$ cat src/rtl/mram_serial_host_if.sv
// Request/response and serial-link signals of the MRAM serial host.
// The master modport is the host block itself; slave is the environment
// (host logic on the request side, MRAM top on the serial side).
interface mram_serial_host_if #(
    parameter int ADDR_W = 20,
    parameter int DATA_W = 16
);
    logic              req_valid;
    logic              req_ready;
    logic              req_write;
    logic [1:0]        req_word_sel;
    logic [ADDR_W-1:0] req_addr;
    logic [DATA_W-1:0] req_wdata;
    logic              ser_addr;
    logic              ser_data;
    logic [2:0]        rw_sel;
    logic              ser_rdata;
    logic              rsp_valid;
    logic [DATA_W-1:0] rsp_rdata;
    logic              busy;

    modport master (
        input  req_valid, req_write, req_word_sel, req_addr, req_wdata, ser_rdata,
        output req_ready, ser_addr, ser_data, rw_sel, rsp_valid, rsp_rdata, busy
    );

    modport slave (
        output req_valid, req_write, req_word_sel, req_addr, req_wdata, ser_rdata,
        input  req_ready, ser_addr, ser_data, rw_sel, rsp_valid, rsp_rdata, busy
    );
endinterface

$ cat src/rtl/mram_serial_host.sv
// Host-side serial master for the MRAM serial access block.
// Takes one parallel read/write request, shifts address and write data out
// MSB first, presents the command code for a fixed window and, for reads,
// collects the serial read-back into a parallel response. Every output is
// driven straight from a flop.
module mram_serial_host #(
    parameter int ADDR_W     = 20,
    parameter int DATA_W     = 16,
    parameter int CMD_CYCLES = 4,
    parameter int RD_LAT     = 2   // must be >= 2: WAIT lasts RD_LAT-1 cycles
) (
    input  logic                clk_i,
    input  logic                rst_ni,
    mram_serial_host_if.master  bus
);

    localparam int CNT_W = $clog2(ADDR_W + 1);

    typedef enum logic [2:0] {
        ST_IDLE    = 3'd0,
        ST_SHIFT   = 3'd1,
        ST_ACCESS  = 3'd2,
        ST_WAIT    = 3'd3,
        ST_CAPTURE = 3'd4,
        ST_DONE    = 3'd5
    } state_t;

    // Word select 00 is an alias for a full-word access.
    function automatic logic [1:0] remap_word_sel(input logic [1:0] sel);
        remap_word_sel = (sel == 2'b00) ? 2'b01 : sel;
    endfunction

    state_t            state_q,     state_d;
    logic [CNT_W-1:0]  bit_cnt_q,   bit_cnt_d;
    logic [ADDR_W-1:0] addr_sr_q,   addr_sr_d;
    logic [DATA_W-1:0] data_sr_q,   data_sr_d;
    logic [DATA_W-2:0] cap_q,       cap_d;
    logic              write_q,     write_d;
    logic [1:0]        sel_q,       sel_d;
    logic              ser_addr_q,  ser_addr_d;
    logic              ser_data_q,  ser_data_d;
    logic [2:0]        rw_sel_q,    rw_sel_d;
    logic              rsp_valid_q, rsp_valid_d;
    logic [DATA_W-1:0] rsp_rdata_q, rsp_rdata_d;
    logic              busy_q,      busy_d;
    logic              req_ready_q, req_ready_d;

    logic [CNT_W-1:0]  cap_last_s;

    // Index of the last capture sample: full word or a single byte.
    always_comb begin
        if (sel_q == 2'b01) begin
            cap_last_s = CNT_W'(DATA_W - 1);
        end else begin
            cap_last_s = CNT_W'(DATA_W / 2 - 1);
        end
    end

    // Next-state and next-output logic; serial outputs default to idle-low.
    always_comb begin
        state_d     = state_q;
        bit_cnt_d   = bit_cnt_q;
        addr_sr_d   = addr_sr_q;
        data_sr_d   = data_sr_q;
        cap_d       = cap_q;
        write_d     = write_q;
        sel_d       = sel_q;
        ser_addr_d  = 1'b0;
        ser_data_d  = 1'b0;
        rw_sel_d    = 3'b000;
        rsp_valid_d = 1'b0;
        rsp_rdata_d = rsp_rdata_q;

        case (state_q)
            ST_IDLE: begin
                if (bus.req_valid && req_ready_q) begin
                    // The first address/data bit goes out already on the accept edge.
                    state_d    = ST_SHIFT;
                    bit_cnt_d  = '0;
                    write_d    = bus.req_write;
                    sel_d      = remap_word_sel(bus.req_word_sel);
                    cap_d      = '0;
                    ser_addr_d = bus.req_addr[ADDR_W-1];
                    addr_sr_d  = {bus.req_addr[ADDR_W-2:0], 1'b0};
                    if (bus.req_write) begin
                        ser_data_d = bus.req_wdata[DATA_W-1];
                        data_sr_d  = {bus.req_wdata[DATA_W-2:0], 1'b0};
                    end else begin
                        ser_data_d = 1'b0;
                        data_sr_d  = '0;
                    end
                end else begin
                    state_d = ST_IDLE;
                end
            end
            ST_SHIFT: begin
                if (bit_cnt_q == CNT_W'(ADDR_W - 1)) begin
                    state_d   = ST_ACCESS;
                    bit_cnt_d = '0;
                    rw_sel_d  = {write_q, sel_q};
                end else begin
                    // data_sr drains to zero, so ser_data idles low after the word.
                    ser_addr_d = addr_sr_q[ADDR_W-1];
                    addr_sr_d  = {addr_sr_q[ADDR_W-2:0], 1'b0};
                    ser_data_d = data_sr_q[DATA_W-1];
                    data_sr_d  = {data_sr_q[DATA_W-2:0], 1'b0};
                    bit_cnt_d  = bit_cnt_q + CNT_W'(1);
                end
            end
            ST_ACCESS: begin
                if (bit_cnt_q == CNT_W'(CMD_CYCLES - 1)) begin
                    bit_cnt_d = '0;
                    if (write_q) begin
                        state_d     = ST_DONE;
                        rsp_valid_d = 1'b1;
                        rsp_rdata_d = '0;
                    end else begin
                        state_d = ST_WAIT;
                    end
                end else begin
                    rw_sel_d  = {write_q, sel_q};
                    bit_cnt_d = bit_cnt_q + CNT_W'(1);
                end
            end
            ST_WAIT: begin
                if (bit_cnt_q == CNT_W'(RD_LAT - 2)) begin
                    state_d   = ST_CAPTURE;
                    bit_cnt_d = '0;
                end else begin
                    bit_cnt_d = bit_cnt_q + CNT_W'(1);
                end
            end
            ST_CAPTURE: begin
                // cap starts cleared, so byte reads come out zero-extended.
                cap_d = {cap_q[DATA_W-3:0], bus.ser_rdata};
                if (bit_cnt_q == cap_last_s) begin
                    state_d     = ST_DONE;
                    bit_cnt_d   = '0;
                    rsp_valid_d = 1'b1;
                    rsp_rdata_d = {cap_q, bus.ser_rdata};
                end else begin
                    bit_cnt_d = bit_cnt_q + CNT_W'(1);
                end
            end
            ST_DONE: begin
                state_d   = ST_IDLE;
                bit_cnt_d = '0;
            end
            default: begin
                state_d   = ST_IDLE;
                bit_cnt_d = '0;
            end
        endcase

        req_ready_d = (state_d == ST_IDLE);
        busy_d      = (state_d != ST_IDLE);
    end

    // State, datapath and output registers; reset aborts any transfer.
    always_ff @(posedge clk_i or negedge rst_ni) begin
        if (!rst_ni) begin
            state_q     <= ST_IDLE;
            bit_cnt_q   <= '0;
            addr_sr_q   <= '0;
            data_sr_q   <= '0;
            cap_q       <= '0;
            write_q     <= 1'b0;
            sel_q       <= 2'b01;
            ser_addr_q  <= 1'b0;
            ser_data_q  <= 1'b0;
            rw_sel_q    <= 3'b000;
            rsp_valid_q <= 1'b0;
            rsp_rdata_q <= '0;
            busy_q      <= 1'b0;
            req_ready_q <= 1'b1;
        end else begin
            state_q     <= state_d;
            bit_cnt_q   <= bit_cnt_d;
            addr_sr_q   <= addr_sr_d;
            data_sr_q   <= data_sr_d;
            cap_q       <= cap_d;
            write_q     <= write_d;
            sel_q       <= sel_d;
            ser_addr_q  <= ser_addr_d;
            ser_data_q  <= ser_data_d;
            rw_sel_q    <= rw_sel_d;
            rsp_valid_q <= rsp_valid_d;
            rsp_rdata_q <= rsp_rdata_d;
            busy_q      <= busy_d;
            req_ready_q <= req_ready_d;
        end
    end

    assign bus.req_ready = req_ready_q;
    assign bus.ser_addr  = ser_addr_q;
    assign bus.ser_data  = ser_data_q;
    assign bus.rw_sel    = rw_sel_q;
    assign bus.rsp_valid = rsp_valid_q;
    assign bus.rsp_rdata = rsp_rdata_q;
    assign bus.busy      = busy_q;

endmodule
$ cat src/flat_wrapper.sv
// flat-port wrapper written by rule: the top's interface ports become plain ports
module mram_serial_host_flat 
#(
    parameter int ADDR_W     = 20,
    parameter int DATA_W     = 16,
    parameter int CMD_CYCLES = 4,
    parameter int RD_LAT     = 2                                              
)
  (clk_i, rst_ni, bus_req_valid, bus_req_write, bus_req_word_sel, bus_req_addr, bus_req_wdata, bus_ser_rdata, bus_req_ready, bus_ser_addr, bus_ser_data, bus_rw_sel, bus_rsp_valid, bus_rsp_rdata, bus_busy);
  mram_serial_host_if #(.ADDR_W(ADDR_W), .DATA_W(DATA_W)) bus_i ();
  input  logic clk_i;
  input  logic rst_ni;
  input wire logic [$bits(bus_i.req_valid)-1:0] bus_req_valid;
  input wire logic [$bits(bus_i.req_write)-1:0] bus_req_write;
  input wire logic [$bits(bus_i.req_word_sel)-1:0] bus_req_word_sel;
  input wire logic [$bits(bus_i.req_addr)-1:0] bus_req_addr;
  input wire logic [$bits(bus_i.req_wdata)-1:0] bus_req_wdata;
  input wire logic [$bits(bus_i.ser_rdata)-1:0] bus_ser_rdata;
  output wire logic [$bits(bus_i.req_ready)-1:0] bus_req_ready;
  output wire logic [$bits(bus_i.ser_addr)-1:0] bus_ser_addr;
  output wire logic [$bits(bus_i.ser_data)-1:0] bus_ser_data;
  output wire logic [$bits(bus_i.rw_sel)-1:0] bus_rw_sel;
  output wire logic [$bits(bus_i.rsp_valid)-1:0] bus_rsp_valid;
  output wire logic [$bits(bus_i.rsp_rdata)-1:0] bus_rsp_rdata;
  output wire logic [$bits(bus_i.busy)-1:0] bus_busy;
  assign bus_i.req_valid = bus_req_valid;
  assign bus_i.req_write = bus_req_write;
  assign bus_i.req_word_sel = bus_req_word_sel;
  assign bus_i.req_addr = bus_req_addr;
  assign bus_i.req_wdata = bus_req_wdata;
  assign bus_i.ser_rdata = bus_ser_rdata;
  assign bus_req_ready = bus_i.req_ready;
  assign bus_ser_addr = bus_i.ser_addr;
  assign bus_ser_data = bus_i.ser_data;
  assign bus_rw_sel = bus_i.rw_sel;
  assign bus_rsp_valid = bus_i.rsp_valid;
  assign bus_rsp_rdata = bus_i.rsp_rdata;
  assign bus_busy = bus_i.busy;
  mram_serial_host #(.ADDR_W(ADDR_W), .DATA_W(DATA_W), .CMD_CYCLES(CMD_CYCLES), .RD_LAT(RD_LAT)) u_core (.clk_i(clk_i), .rst_ni(rst_ni), .bus(bus_i));
endmodule
$ cat config.mk
export PLATFORM = sky130hd
export DESIGN_NAME = mram_serial_host_flat
export DESIGN_NICKNAME = d
export VERILOG_FILES = /design/src/rtl/mram_serial_host_if.sv /design/src/rtl/mram_serial_host.sv /design/src/flat_wrapper.sv
export SDC_FILE = /design/constraint.sdc
export NUM_CORES = 1
export LEC_CHECK = 0
export ABC_AREA = 0
export CORE_MARGIN = 3
export CORE_UTILIZATION = 45
export DETAILED_ROUTE_END_ITERATION = 10
export GPL_TIMING_DRIVEN = 0
export PLACE_DENSITY = 0.83
export SYNTH_ARGS = -nofsm -noshare
export SYNTH_HDL_FRONTEND = slang
export SYNTH_SLANG_ARGS = --single-unit
$ cat constraint.sdc
create_clock -name clk_i -period 1.9 [get_ports clk_i]
set_input_delay 0.285 -clock clk_i [delete_from_list [all_inputs] [get_ports clk_i]]
set_output_delay 0.285 -clock clk_i [all_outputs]
set_load 0.005 [all_outputs]
==> results of run 1 <==
-- power by group --
| part | total, mW | internal (mW) | leakage (nW) | switching, mW |
|---|---|---|---|---|
| combinational | 1.81 | 0.843 | 1.17 | 0.963 |
| clock | 1.43 | 0.750 | 0.110 | 0.679 |
| sequential | 2.56 | 2.27 | 1.05 | 0.284 |
-- worst min-delay path, delay by kind of cell --
| family | cells | cell delay (ns) |
|---|---|---|
| buffers and inverters | 1 | 0.16 |
| and+or+nand+nor | 1 | 0.11 |
| AOI/OAI and AO/OA | 1 | 0.08 |
-- cell usage in the layout (no fill, tap or decap), types with 2 or more instances in the layout --
master and instances:
a21o_1 16, a21oi_1 2, a31oi_1 35, and2_1 18
buf_2 2, buf_4 15, buf_6 6, bufinv_16 2
clkbuf_1 4, clkbuf_2 6, clkbuf_8 9, clkdlybuf4s50_1 64
dfrtp_1 81, dfstp_2 2, inv_1 9, inv_6 2
mux2_2 13, mux2_4 5, nand2_1 63, nand3_1 19
nand3b_1 2, nand4_1 2, nor2_1 38, nor2_2 2
nor2b_1 3, nor3_1 4, nor3_2 2, o21ai_0 6
-- state kept, by name, indices dropped and copies added (netlist names) --
register and count:
u_core.addr_sr_q 19, u_core.bus.rsp_rdata 16, u_core.cap_q 15, u_core.data_sr_q 15, u_core.bit_cnt_q 5, u_core.bus.rw_sel 3
u_core.state_q 3, u_core.sel_q 2, u_core.bus.busy 1, u_core.bus.req_ready 1, u_core.bus.rsp_valid 1, u_core.bus.ser_addr 1
u_core.bus.ser_data 1, u_core.write_q 1
-- through the flow --
| stage | cell area, sq um | std cells | setup TNS, ns | setup WS [ns] | hold slack (ns) |
|---|---|---|---|---|---|
| floorplan | 3750 | 374 | 0 | 0.0174 | -0.0106 |
| global placement | 4530 | 541 | -204.13 | -2.32 | 0.450 |
| detailed placement | 4560 | 542 | -14.16 | -0.389 | 0.231 |
| CTS | 4880 | 563 | 0 | 0.00489 | 0.312 |
| global route | 4990 | 566 | -1.10 | -0.0876 | 0.336 |
| finish | 4990 | 566 | -0.00826 | -0.00696 | 0.316 |
-- routing by layer --
layer | global-route usage, % | vias to the layer above
met5 | 0 | -
met4 | 6.80 | 0
met3 | 2.94 | 11
met2 | 29.6 | 89
met1 | 23.3 | 1457
li1 | - | 1447
-- final cells by class --
cell class	count	share of cell area (%)
multi-input cells	254	31.6
clock buffers	9	2.48
repair buffers	78	15.5
plain buffers	23	2.98
clock inverters	7	1.98
flip-flops and latches	84	42.2
inverters	9	0.677
well taps	102	2.56
-- timing repair --
item | 4_1_cts | 5_1_grt
endpoints found under the setup margin | 65 | 62
cloned | 1 | 0
pin swaps | 5 | 4
hold buffers | 1 | 0
resized for setup | 17 | 29
setup buffers | 6 | 4
endpoints found under the hold margin | 26 | 0
-- logic make-up after synthesis --
logic type	after synthesis	share of synthesized area (%)
compound gates	70	13.0
flops	84	56.3
fa+ha+maj	2	0.670
xor+xnor	2	0.469
simple gates	161	19.4
mux	19	5.69
buf+inv	36	4.45
-- final timing paths --
check | to | cells after the start
worst min register to register | u_core.cap_q[2] | 1
max in group asynchronous | u_core.sel_q[0] | 3
worst max register to register | u_core.bus.rsp_rdata[13] | 6
min in group asynchronous | u_core.data_sr_q[3] | 2
worst max-delay path | u_core.bus.rsp_rdata[13] | 6
worst min-delay path | u_core.data_sr_q[6] | 3
==> flow_summary_export.csv, run 1 <==
group,metric,value,unit
run_status,run_status,"finished, violations left",
run_status,violations,"setup timing",
logic_synthesis,ys.flop_type,"dfrtp_1",
global_route,grt_use_total,17.7,%
logic_synthesis,synth_edf_count,0,
clocking,clock_latency,0.36,ns
sta,fin_skew,0.0155,ns
die,fp.dieArea,9430,sq um
layout,area_growth,33.6,%
logic_synthesis,netlist_area,3740,sq um
route,dr.pass1.iters,4,
route,wl_met3,360,um
placed_design,dp_hpwl,5740,um
layout,final-seq-area,2110,sq um
sta,setup_violations,2,
logic_synthesis,yosys.area.top_type_share,54.9,%
worst_setup_path,path_class,"reg -> reg",
hold_path,min_from,"bus_req_write",
global_route,grt_pass1_vias,2930,
worst_setup_path,arrival,2.14,ns
sta,fmax,524,MHz
route,drtAntennaViolNets,0,
logic_synthesis,ys_seq_area_share,56.3,%
die,initial_utilization,47.4,%
clocking,clkTransAtPathRegs,0.09,ns
logic_synthesis,syn-instance-count,374,
logic_synthesis,synth_cell_type_count,38,
worst_setup_path,critPathTopFamily,"flip-flops",
worst_setup_path,cp_cell_sequence,"nor2b_4 -> xnor2_2 -> nand4_1 -> a21oi_4 -> buf_6 -> mux2_2",
sta,max-slew-margin-rel,71.4,%
clocking,cts_sinks,84,
route,highest_layer,"met4",
global_route,grt_pass1_wl,13600,um
worst_setup_path,cp_max_fo,5,
route,via_count,3004,
worst_setup_path,endpoint_kind,"register",
route,drc,0,
global_route,grt.overflow.total,0,
worst_setup_path,cp-startpoint,"u_core.sel_q[0]",
sta,worst_pin_slew,0.427,ns
route,drt-initial-drc-count,119,
sta,slew_viol_final,0,
logic_synthesis,synth_top_cell_by_area,"dfrtp_1",
logic_synthesis,synthArstFlopShare,100,%
pwr,p_leak,2.33,nW
clocking,clk_path_buf_depth,2,
worst_setup_path,slowest_delay,0.54,ns
layout,final_core_util,63.3,%
worst_setup_path,slowest_stage,"dfstp_2",
sta,finalWorstSetupSlack,-0.00696,ns
logic_synthesis,yosys-top-cells-area,"dfrtp_1 (55%), nand2_1 (6.3%), a31oi_1 (5.9%)",
route,via_per_inst,5.31,
route,routed_wl,8330,um
route,routed-wl-met2,4190,um
hold_path,holdCritPathClass,"in -> reg",
global_route,grt_start_max_net_pins,58,
clocking,clock-root-buffer,"clkbuf_8",
worst_setup_path,worstPathRequired,2.13,ns
route,wl_met1,3660,um
layout,multiInputGateArea,1580,sq um
die,die_w,97.1,um
logic_synthesis,synth-seq-cells,84,
die,io_pins,67,
layout,nFillCells,614,
pwr,ir_drop,544,uV
placed_design,gp_congestion,0.872,
die,die_y,97.1,um
sta,rsz0062_at_grt,"true",
worst_setup_path,reg2reg_setup_slack,-0.007,ns
sta,hold_viol_final,0,
worst_setup_path,cp-start-kind,"register",
pwr,power_density,1160,nW/um^2
placed_design,portBuffers,65,
layout,nets,504,
global_route,grt_antenna_before_repair,0,
die,core_area,7890,sq um
die,rows,32,
logic_synthesis,syn_nets,419,
clocking,h-tree-depth,3,
run,cap_violations,0,
pwr,total_power,5.79,mW
clocking,cts_tree,"built",
logic_synthesis,yosysMostFrequentCell,"dfrtp_1",
worst_setup_path,path_buf_inv,1,
layout,diodes,0,
clocking,numCtsBuffers,9,
logic_synthesis,syn_area_per_cell,9.99,sq um
logic_synthesis,ys_warn_count,0,
sta,post-route-period-util,100,%
route,wire_per_inst,14.7,um
sta,period_minus_slack,1.91,ns
logic_synthesis,synth_common_cells,"dfrtp_1 (82), nand2_1 (63), nor2_1 (41)",
layout,drive_above_1_share,18.3,%
worst_setup_path,r2r-start,"u_core.sel_q[0]",
(Power assumes the default switching activity.)
==> run 2, diff against run 1 <==
--- a/config.mk
+++ b/config.mk
@@ -5,12 +5,12 @@
 export SDC_FILE = /design/constraint.sdc
 export NUM_CORES = 1
 export LEC_CHECK = 0
-export ABC_AREA = 0
+export ABC_AREA = 1
 export CORE_MARGIN = 3
 export CORE_UTILIZATION = 45
 export DETAILED_ROUTE_END_ITERATION = 10
-export GPL_TIMING_DRIVEN = 0
-export PLACE_DENSITY = 0.83
+export PLACE_DENSITY = 0.82
+export SLEW_MARGIN = 30
 export SYNTH_ARGS = -nofsm -noshare
 export SYNTH_HDL_FRONTEND = slang
 export SYNTH_SLANG_ARGS = --single-unit
==> flow_summary_export.csv, run 2 <==
group,metric,value,unit
run_status,run_status,"finished, final reports clean",
sta,hold_viol_final,0,
clocking,clock-root-buffer,"clkbuf_8",
global_route,grt_antenna_before_repair,0,
die,fp.dieArea,10100,sq um
sta,rsz0062_at_grt,"true",
sta,max-slew-margin-rel,63.8,%
clocking,h-tree-depth,3,
clocking,numCtsBuffers,9,
layout,final-seq-area,2100,sq um
layout,final_cell_mix,"nand2_1 (200), dfrtp_1 (82), clkdlybuf4s50_1 (65), nand3_1 (50), inv_1 (34)",
worst_setup_path,arrival,2.01,ns
hold_path,holdCritPathClass,"in -> async",
placed_design,dpl_cell_area,4790,sq um
logic_synthesis,syn_nets,541,
route,wire_per_inst,13.8,um
logic_synthesis,ys.flop_type,"dfrtp_1",
route,routed_wl,9290,um
layout,nets,610,
logic_synthesis,synthArstFlopShare,100,%
logic_synthesis,syn-instance-count,496,
route,via_count,3503,
logic_synthesis,syn_area_per_cell,8.10,sq um
layout,nFillCells,740,
logic_synthesis,synth-seq-cells,84,
pwr,total_power,6.79,mW
layout,area_growth,26.6,%
worst_setup_path,endpoint_kind,"register",
global_route,grt_pass1_wl,15800,um
clocking,cts_tree,"built",
layout,drive_above_1_share,8.60,%
worst_setup_path,path_class,"reg -> reg",
run,cap_violations,0,
logic_synthesis,yosys-top-cells-area,"dfrtp_1 (51%), nand2_1 (19%), nand3_1 (6.2%)",
placed_design,gp_congestion,0.876,
layout,largest_register_ffs,19,
logic_synthesis,netlist_area,4020,sq um
sta,period_minus_slack,1.76,ns
pwr,p_leak,2.58,nW
layout,diodes,0,
global_route,grt.overflow.total,0,
worst_setup_path,cp-start-kind,"register",
pwr,power_density,1340,nW/um^2
clocking,clkTransAtPathRegs,0.09,ns
logic_synthesis,synth_common_cells,"nand2_1 (200), dfrtp_1 (82), nand3_1 (50)",
sta,setup_violations,0,
logic_synthesis,synth_edf_count,0,
logic_synthesis,ys_seq_area_share,52.4,%
sta,slew_viol_final,0,
die,io_pins,67,
die,die_w,100,um
global_route,grt_start_max_net_pins,48,
pwr,ir_drop,875,uV
clocking,cts_sinks,84,
layout,finalInstanceArea,5080,sq um
die,rows,33,
worst_setup_path,cp_max_fo,20,
route,drt-initial-drc-count,165,
layout,final_core_util,60.4,%
route,dr.pass1.iters,4,
sta,fin_skew,0.00964,ns
die,die_y,100,um
clocking,clock_latency,0.35,ns
logic_synthesis,yosys.area.top_type_share,51.1,%
layout,multiInputGateArea,1650,sq um
die,initial_utilization,47.7,%
die,core_area,8420,sq um
layout,top_register,"u_core.addr_sr_q",
logic_synthesis,yosysMostFrequentCell,"nand2_1",
sta,worst_pin_slew,0.543,ns
global_route,grt_pass1_vias,3404,
logic_synthesis,synth_top_cell_by_area,"dfrtp_1",
layout,final_common_cell,"nand2_1",
placed_design,portBuffers,66,
sta,post-route-period-util,92.6,%
logic_synthesis,ys_warn_count,0,
global_route,grt_use_total,19.6,%
route,drtAntennaViolNets,0,
route,via_per_inst,5.19,
logic_synthesis,synth_cell_type_count,31,
worst_setup_path,worstPathRequired,2.15,ns
placed_design,dp_hpwl,6500,um
sta,fmax,568,MHz
clocking,clk_path_buf_depth,2,
route,drc,0,
run 2: worst max-delay path, cell delays in order, from the launching register on:
cell and delay, ns:
dfrtp_1 0.42, inv_2 0.10, nand2_1 0.09, nor2_4 0.32, inv_1 0.35, nand2_1 0.17
nand2_1 0.07, nand2_1 0.08, nand2_1 0.06
run 2: logic make-up after synthesis:
family / share of synthesized area [%]
flops: 52.4
xor+xnor: 0.436
fa+ha+maj: 0.623
simple gates: 31.8
buf+inv: 6.82
compound gates: 7.91
run 2: timing repair:
item                       4_1_cts  5_1_grt
setup endpoints to repair        0       17
gates resized for setup          0        2
hold buffers                     1        0
setup buffers                    0        3
hold endpoints to repair        39        0
run 2: path summary, 6_finish.rpt:
| check | from | cells after the start | slack, ns | endpoint |
|---|---|---|---|---|
| min in group clk_i | bus_req_addr[19] | 3 | 0.46 | u_core.bus.ser_addr |
| hold / removal | rst_ni | 2 | 0.46 | u_core.bus.busy |
| setup reg to reg | u_core.state_q[1] | 8 | 0.14 | u_core.addr_sr_q[3] |
| setup / recovery | u_core.state_q[1] | 8 | 0.14 | u_core.addr_sr_q[3] |
| max in group asynchronous | rst_ni | 3 | 0.85 | u_core.bus.rsp_rdata[14] |
| hold reg to reg | u_core.addr_sr_q[7] | 2 | 0.49 | u_core.addr_sr_q[7] |
run 2: layout make-up:
type / instances / share of cell area (%)
repair buffers: 80 / 16.0
clock inverters: 6 / 2.19
clock buffers: 10 / 2.51
well taps: 105 / 2.58
inverters: 38 / 2.81
flip-flops and latches: 84 / 41.4
multi-input cells: 352 / 32.5
run 2: power by group:
group          switching (mW)  leakage [nW]  internal [mW]
Clock                   0.639         0.117          0.876
Combinational            1.65          1.36           1.01
Sequential              0.319          1.10           2.30
run 2: through the flow:
step / worst slack, ns / hold WS [ns] / TNS, ns / cells
after detailed placement: 0.0308 / 0.307 / 0 / 655
after global placement: 0.175 / 0.301 / 0 / 655
after CTS: 0.0231 / 0.450 / 0 / 672
after global routing: -0.00720 / 0.473 / -0.00720 / 675
after floorplan: 0.393 / -0.0106 / 0 / 496
final: 0.140 / 0.460 / 0 / 675
run 2: metal layers:
metal | global-route usage [%] | vias up | wire (um)
met5 | 0 | - | 0
met4 | 6.01 | 0 | 79
met3 | 4.78 | 9 | 532
met2 | 33.7 | 118 | 4680
met1 | 24.4 | 1654 | 4000
li1 | - | 1722 | -
==> run 3, diff against run 2 <==
--- a/config.mk
+++ b/config.mk
@@ -10,6 +10,7 @@
 export CORE_UTILIZATION = 45
 export DETAILED_ROUTE_END_ITERATION = 10
 export PLACE_DENSITY = 0.82
+export REMOVE_ABC_BUFFERS = 1
 export SLEW_MARGIN = 30
 export SYNTH_ARGS = -nofsm -noshare
 export SYNTH_HDL_FRONTEND = slang
==> flow_summary_export.csv, run 3 (synthesis gave the netlist of run 2 again) <==
group,metric,value,unit
placed_design,dp_hpwl,6490,um
die,die_y,100,um
pwr,p_leak,2.56,nW
worst_setup_path,cp_cell_sequence,"ha_1 -> nand2_1 -> nor2_1 -> nand4_4 -> buf_4 -> nand3_1 -> nand2_1",
route,drt-initial-drc-count,193,
clocking,clk_path_buf_depth,2,
sta,fmax,577,MHz
layout,multiInputGateArea,1650,sq um
sta,fin_skew,0.00858,ns
pwr,ir_drop,720,uV
sta,post-route-period-util,91.2,%
die,fp.dieArea,10100,sq um
clocking,clock-root-buffer,"clkbuf_8",
layout,diodes,0,
worst_setup_path,worstPathRequired,2.16,ns
worst_setup_path,cp-start-kind,"register",
route,via_per_inst,5.20,
global_route,grt_pass1_wl,15800,um
sta,max-slew-margin-rel,62.7,%
hold_path,holdCritPathClass,"in -> reg",
placed_design,placed_cells,661,
die,io_pins,67,
pwr,p_int,3.91,mW
layout,stdcell_count,683,
worst_setup_path,cpMostUsedCell,"nand2_1",
route,drc,0,
route,routed_wl,9400,um
sta,worst_pin_slew,0.559,ns
die,rows,33,
layout,top_register,"u_core.addr_sr_q",
global_route,grt_start_max_net_pins,45,
placed_design,gp_congestion,0.931,
worst_setup_path,arrival,1.99,ns
clocking,clock_latency,0.36,ns
pwr,power_density,1310,nW/um^2
die,die_w,100,um
layout,final_cell_mix,"nand2_1 (200), dfrtp_1 (82), clkdlybuf4s50_1 (65), nand3_1 (50), inv_1 (33)",
worst_setup_path,path_class,"reg -> reg",
layout,nFillCells,748,
global_route,grt_use_total,19.4,%
clocking,clkTransAtPathRegs,0.10,ns
layout,drive_above_1_share,10.2,%
pwr,clkPwrFrac,18.4,%
pwr,power_switching,2.74,mW
die,core_area,8420,sq um
route,dr.pass1.iters,5,
clocking,cts_tree,"built",
placed_design,portBuffers,66,
pwr,switching_share,41.2,%
route,drtAntennaViolNets,0,
pwr,comb_power_share,42.4,%
sta,period_minus_slack,1.73,ns
route,wire_per_inst,13.8,um
layout,finalInstanceArea,5060,sq um
route,via_count,3553,
clocking,h-tree-depth,3,
sta,hold_viol_final,0,
global_route,grt_antenna_before_repair,0,
clocking,numCtsBuffers,9,
layout,largest_register_ffs,19,
layout,final_common_cell,"nand2_1",
worst_setup_path,slowest_delay,0.44,ns
global_route,grt_pass1_vias,3388,
layout,area_growth,26.0,%
worst_setup_path,endpoint_kind,"register",
worst_setup_path,cp_max_fo,16,
sta,setup_violations,0,
run,cap_violations,0,
clocking,cts_sinks,84,
run_status,run_status,"finished, final reports clean",
global_route,grt.overflow.total,0,
pwr,p_seq_share,39.2,%
worst_setup_path,slowest_stage,"dfrtp_1",
sta,slew_viol_final,0,
die,initial_utilization,47.7,%
layout,final-seq-area,2100,sq um
placed_design,dpl_cell_area,4830,sq um
pwr,total_power,6.64,mW
layout,final_core_util,60.1,%
layout,nets,618,
## run 3: timing repair
action                     4_1_cts  5_1_grt
setup buffers                    0        4
setup endpoints to repair        0        7
resized for setup                0        1
hold endpoints to repair        40        0
hold buffers                     1        0
## run 3: area by class of cell
type	count	area share, %
Sequential cell	84	41.6
Clock inverter	7	1.14
Tap cell	105	2.60
Multi-Input combinational cell	352	32.6
Inverter	38	2.89
Clock buffer	9	2.45
Timing Repair Buffer	87	16.7
Timing Repair inverter	1	0.0989
## run 3: power groups by stage
stage	clock (mW)	combinational, mW	sequential (mW)
4_1_cts	1.24	2.69	2.60
5_1_grt	1.34	3.18	2.67
3_3_place_gp	0	2.57	2.61
6_report	1.22	2.82	2.61
3_5_place_dp	0	2.69	2.63
2_1_floorplan	0	1.78	2.56
## run 3: metrics by stage
stage / setup WS [ns] / hold WS, ns / TNS, ns
5_1_grt: -0.0197 / 0.477 / -0.0312
3_5_place_dp: 0.0868 / 0.310 / 0
2_1_floorplan: -0.110 / -0.0106 / -1.48
6_report: 0.167 / 0.453 / 0
4_1_cts: 0.145 / 0.442 / 0
3_3_place_gp: 0.201 / 0.306 / 0
## run 3: path summary, 6_finish.rpt
path                       depth (start not counted)           startpoint                        to  slack, ns
setup / recovery                                   7  u_core.bit_cnt_q[1]  u_core.bus.rsp_rdata[11]       0.17
hold / removal                                     3     bus_req_addr[19]       u_core.bus.ser_addr       0.45
setup reg to reg                                   7  u_core.bit_cnt_q[1]  u_core.bus.rsp_rdata[11]       0.17
hold reg to reg                                    2  u_core.addr_sr_q[9]       u_core.addr_sr_q[9]       0.48
max in group asynchronous                          3               rst_ni      u_core.data_sr_q[13]       0.81
min in group asynchronous                          2               rst_ni  u_core.bus.rsp_rdata[12]       0.46
## run 3: metal layers
layer | vias to the layer above | track usage [%] | wire (um)
met1 | 1675 | 28.0 | 4300
met5 | - | 0 | 0
met4 | 0 | 6.11 | 125
li1 | 1733 | - | -
met3 | 15 | 3.25 | 573
met2 | 130 | 30.0 | 4400
## run 3: worst max-delay path, delay by kind of cell (launching register included)
kind / cells / cell delay, ns
simple gates: 5 / 0.67
buf+inv: 1 / 0.24
fa+ha+maj: 1 / 0.29
flops: 1 / 0.44
